File: src/rtl/pc_seq_ctrl.sv
// Fetch-stage PC sequencer: owns the fetch PC, picks reset/sequential/redirect/halt/trap sources.
// Optional misaligned-redirect trapping is enabled by defining PC_SEQ_TRAP_EN.
module pc_seq_ctrl #(
    parameter int unsigned         pc_width  = 32,
    parameter logic [pc_width-1:0] RESET_VEC = '0,
    parameter logic [pc_width-1:0] TRAP_VEC  = pc_width'(32'h0000_0100)
) (
    input  logic                clk,
    input  logic                pc_rst_n,
    input  logic [6:0]          id_opcode,
    input  logic [pc_width-1:0] id_pc,
    input  logic                id_valid,
    input  logic                stall,
    input  logic                redirect_valid,
    input  logic [pc_width-1:0] redirect_target,
    input  logic                resume,
    output logic [pc_width-1:0] pc_out,
    output logic                fetch_valid,
    output logic                flush_if_id,
    output logic                flush_id_ex,
    output logic                halted,
    output logic [pc_width-1:0] trap_epc
);

    typedef enum logic [1:0] {
        BOOT,
        RUN,
        HALT,
        TRAP
    } state_t;

    localparam logic [pc_width-1:0] PC_STEP     = pc_width'(4);
    localparam logic [pc_width-1:0] ALIGN_MASK  = ~pc_width'(3);
    localparam logic [6:0]          HALT_OPCODE = 7'h7F;

    state_t              state_q, state_d;
    logic [pc_width-1:0] pc_q, pc_d;
    logic                fetch_valid_q, fetch_valid_d;
    logic                halted_q, halted_d;
    logic [pc_width-1:0] resume_pc_q, resume_pc_d;
    logic                halt_hit;
    logic                trap_hit;

    assign halt_hit = id_valid && (id_opcode == HALT_OPCODE);

`ifdef PC_SEQ_TRAP_EN
    logic [pc_width-1:0] trap_epc_q, trap_epc_d;
    assign trap_hit = redirect_valid && (redirect_target[1:0] != 2'b00);
    assign trap_epc = trap_epc_q;
`else
    assign trap_hit = 1'b0;
    assign trap_epc = '0;
`endif

    // Flushes only ever fire from RUN; a redirect (or trap) kills both stages,
    // a halt only kills the younger instruction already fetched into IF/ID.
    always_comb begin
        flush_if_id = 1'b0;
        flush_id_ex = 1'b0;
        if (state_q == RUN) begin
            if (redirect_valid) begin
                flush_if_id = 1'b1;
                flush_id_ex = 1'b1;
            end else if (halt_hit) begin
                flush_if_id = 1'b1;
            end
        end
    end

    always_comb begin
        state_d       = state_q;
        pc_d          = pc_q;
        fetch_valid_d = fetch_valid_q;
        halted_d      = halted_q;
        resume_pc_d   = resume_pc_q;
`ifdef PC_SEQ_TRAP_EN
        trap_epc_d    = trap_epc_q;
`endif
        case (state_q)
            BOOT: begin
                state_d       = RUN;
                fetch_valid_d = 1'b1;
            end
            RUN: begin
                if (trap_hit) begin
                    state_d       = TRAP;
                    pc_d          = TRAP_VEC;
                    fetch_valid_d = 1'b1;
`ifdef PC_SEQ_TRAP_EN
                    trap_epc_d    = redirect_target;
`endif
                end else if (redirect_valid) begin
                    pc_d          = redirect_target & ALIGN_MASK;
                    fetch_valid_d = 1'b1;
                end else if (halt_hit) begin
                    state_d       = HALT;
                    fetch_valid_d = 1'b0;
                    halted_d      = 1'b1;
                    resume_pc_d   = id_pc + PC_STEP;
                end else if (stall) begin
                    fetch_valid_d = 1'b1;
                end else begin
                    pc_d          = pc_q + PC_STEP;
                    fetch_valid_d = 1'b1;
                end
            end
            // Redirects are ignored here: the older branch in EX resolved before the halt reached ID.
            HALT: begin
                if (resume) begin
                    state_d       = RUN;
                    pc_d          = resume_pc_q;
                    halted_d      = 1'b0;
                    fetch_valid_d = 1'b1;
                end
            end
            TRAP: begin
                state_d       = RUN;
                pc_d          = TRAP_VEC + PC_STEP;
                fetch_valid_d = 1'b1;
            end
            default: begin
                state_d = BOOT;
            end
        endcase
    end

    always_ff @(posedge clk or negedge pc_rst_n) begin
        if (!pc_rst_n) begin
            state_q       <= BOOT;
            pc_q          <= RESET_VEC;
            fetch_valid_q <= 1'b0;
            halted_q      <= 1'b0;
            resume_pc_q   <= '0;
`ifdef PC_SEQ_TRAP_EN
            trap_epc_q    <= '0;
`endif
        end else begin
            state_q       <= state_d;
            pc_q          <= pc_d;
            fetch_valid_q <= fetch_valid_d;
            halted_q      <= halted_d;
            resume_pc_q   <= resume_pc_d;
`ifdef PC_SEQ_TRAP_EN
            trap_epc_q    <= trap_epc_d;
`endif
        end
    end

    assign pc_out      = pc_q;
    assign fetch_valid = fetch_valid_q;
    assign halted      = halted_q;

endmodule

File: config.mk
export PLATFORM = sky130hd
export DESIGN_NAME = pc_seq_ctrl
export DESIGN_NICKNAME = d
export VERILOG_FILES = /design/src/rtl/pc_seq_ctrl.sv
export SDC_FILE = /design/constraint.sdc
export NUM_CORES = 1
export LEC_CHECK = 0
export CAP_MARGIN = 20
export CORE_UTILIZATION = 51
export DETAILED_ROUTE_END_ITERATION = 8
export PLACE_DENSITY = 0.85
export SLEW_MARGIN = 10
export SYNTH_ARGS = -nofsm -noshare
export SYNTH_HDL_FRONTEND = slang
export SYNTH_SLANG_ARGS = --single-unit
File: constraint.sdc
create_clock -name clk -period 3.26 [get_ports clk]
set_input_delay 0.489 -clock clk [delete_from_list [all_inputs] [get_ports clk]]
set_output_delay 0.489 -clock clk [all_outputs]
set_load 0.005 [all_outputs]
==> reports/qor.yml <==
finalWeightedCongestion: 0.911
ctsLongestPathBuffers: 2
yosys.cell_types.count: 64
synth.top_cells.by_count: "72 x nand2_1, 68 x dfrtp_1, 55 x o21ai_0"
ys_top_cells_by_area: "dfrtp_1 37%, o21ai_0 6.1%, nand2_1 5.9%, buf_4 5.4%, xor2_1 4.8%"
cts_hold_buf: 0
maxClockFrequency_mhz: 372
cap_violations: 0
wire_per_inst_um: 16.4
pin_count: 145
drt_iter0_drc: 396
powerDensity_nw_per_um2: 396
rows: 34
cts_tree: "done"
dp_hpwl_mm: 9.23
drt_pass1_iterations: 5
ant_nets: 0
synth_edf_count: 0
portBuffers: 110
rsz0062_at_grt: "false"
r2r_start: "state_q[0]"
required_ns: 2.77
seq_area_frac_synth: 0.374
ys_seq_elements: 68
post_drt_via_cell_ratio: 5.96
worstRegToRegCells: 5
grt_usage: 0.278
finalHoldViolCount: 0
nets: 725
finalCriticalPeriod_ns: 2.68
setup_tns_ns: 0
n_fill_cell: 707
clk_pin_slew_ns: 0.08
place_ws_ns: 0.322
hp-class: "primary input to asynchronous set/reset pin"
cts_sinks: 68
antenna_found_initial: 0
synth_async_sr_flop_share: 1.00
initial_core_util: 0.524
status: "completed"
crit_path_start: "id_opcode[0]"
regToRegSetupSlack_ns: 0.92
period_share: 0.823
ctsResizeCount: 0
worstMarginPinSlew_ns: 0.804
leakagePower_nw: 2.39
synth_top_area_frac: 0.374
place_inst: 743
syn_inst: 546
htree_levels: 3
synth.largest_area_cell: "dfrtp_1"
yosysMostFrequentCell: "nand2_1"
maxSlewViolCount: 0
finalWirelength_mm: 12.5
cp-start-kind: "primary input"
ys.warnings.count: 0
cp.arrival_ns: 2.20
finClkSkew_ns: 0.00650
grt_pass1_wl_mm: 19.8
ys.flop_type: "dfrtp_1"
synth_area_um2: 4550
setup_slack_ns: 0.575
globalRoute.totalOverflow: 0
root_buffer: "clkbuf_8"
report.power.total_w: 0.00232
drive_gt1_frac: 0.0630
grt_max_degree: 62
syn_area_per_cell_um2: 8.33
cts_made_buffers: 9
cp-end-kind: "primary output"
drc_errors: 0
crit_type: "primary input to primary output"
dieArea_um2: 9300
slew_headroom: 0.460
finalSetupViolCount: 0
antenna_cells: 0
fin_cells: 759
clk_latency_ns: 0.35
fp.dieH_um: 96.4
areaGrowthSynthToFinish_pct: 28.5
first_global_vias: 4095
post_cts.repair.setup_buffers: 0
die_w_um: 96.4
irDropWorstVdd_mv: 0.188
vias: 4520
core_um2: 8680
reg2reg_to: "pc_out[22]"
path_max_fanout: 4
## stage by stage
step | area [um2] | utilization | hold WS (ns)
final | 5840 | 0.673 | 0.163
after global routing | 5840 | 0.673 | 0.196
after CTS | 5840 | 0.673 | 0.173
after detailed placement | 5610 | 0.647 | 0.456
after global placement | 5610 | 0.647 | 0.453
after floorplan | 4660 | - | 0.193
## layout make-up
type                       instances  area [um2]  area share
multi-input combinational        429        2530       0.433
sequential                        68        1700       0.291
timing repair buffer             122        1190       0.203
clock buffer                      10         138      0.0235
tap                              108         135      0.0231
clock inverter                     6        95.1      0.0163
inverter                          16        60.1      0.0103
## worst max-delay path, stage by stage
cell and delay (ns):
clkdlybuf4s50_1 0.46, nand4b_1 0.15, nor3_1 0.42, or2_2 0.19, clkdlybuf4s50_1 0.49
## per-layer routing
metal  share of wire  global-route usage  wire (um)  vias to the layer above
met3           0.096              0.0579       1200                       31
met5               0                   0          0                        -
li1                -                   -          -                     2093
met4           0.029               0.109        363                        0
met1            0.40               0.371       4970                     2129
met2            0.48               0.445       5950                      267
## flip-flops by register name, indices dropped and copies added (netlist names)
| register | cells |
|---|---|
| pc_out | 32 |
| resume_pc_q | 32 |
| state_q | 2 |
| fetch_valid | 1 |
| halted | 1 |
## worst max path at each step
stage / endpoint / slack, ns / depth (start not counted)
2_1_floorplan: pc_out[22] / 1.25 / 7
3_3_place_gp: pc_out[22] / 0.37 / 6
3_5_place_dp: pc_out[27] / 0.32 / 6
4_1_cts: flush_if_id / 0.57 / 5
5_1_grt: flush_if_id / 0.43 / 5
6_report: flush_if_id / 0.58 / 5
## kinds of logic after synthesis
family / Yosys count / share of synthesized area
AO/OA/AOI/OAI: 131 / 0.183
XOR/XNOR: 43 / 0.0828
adder cells (fa/ha/maj): 2 / 0.00550
buffers and inverters: 80 / 0.0968
flip-flops: 68 / 0.374
multiplexers: 8 / 0.0176
other: 1 / 0.000825
AND/OR/NAND/NOR: 213 / 0.240
## layout by cell type (no fill, tap or decap), types with 18 or more instances in the layout
cell             instances
dfrtp_1                 68
nand2_1                 72
o21ai_0                 55
xnor2_1                 18
nand3_1                 30
a21oi_1                 27
conb_1                  32
nor2_1                  28
clkdlybuf4s50_1        109
xor2_1                  25
## where the power goes
group / total (W) / switching (W) / internal [W]
Clock: 0.000810 / 0.000351 / 0.000460
Combinational: 0.000493 / 0.000214 / 0.000279
Sequential: 0.00101 / 0.000101 / 0.000912
Note: power is estimated with default switching activity, not from simulation.
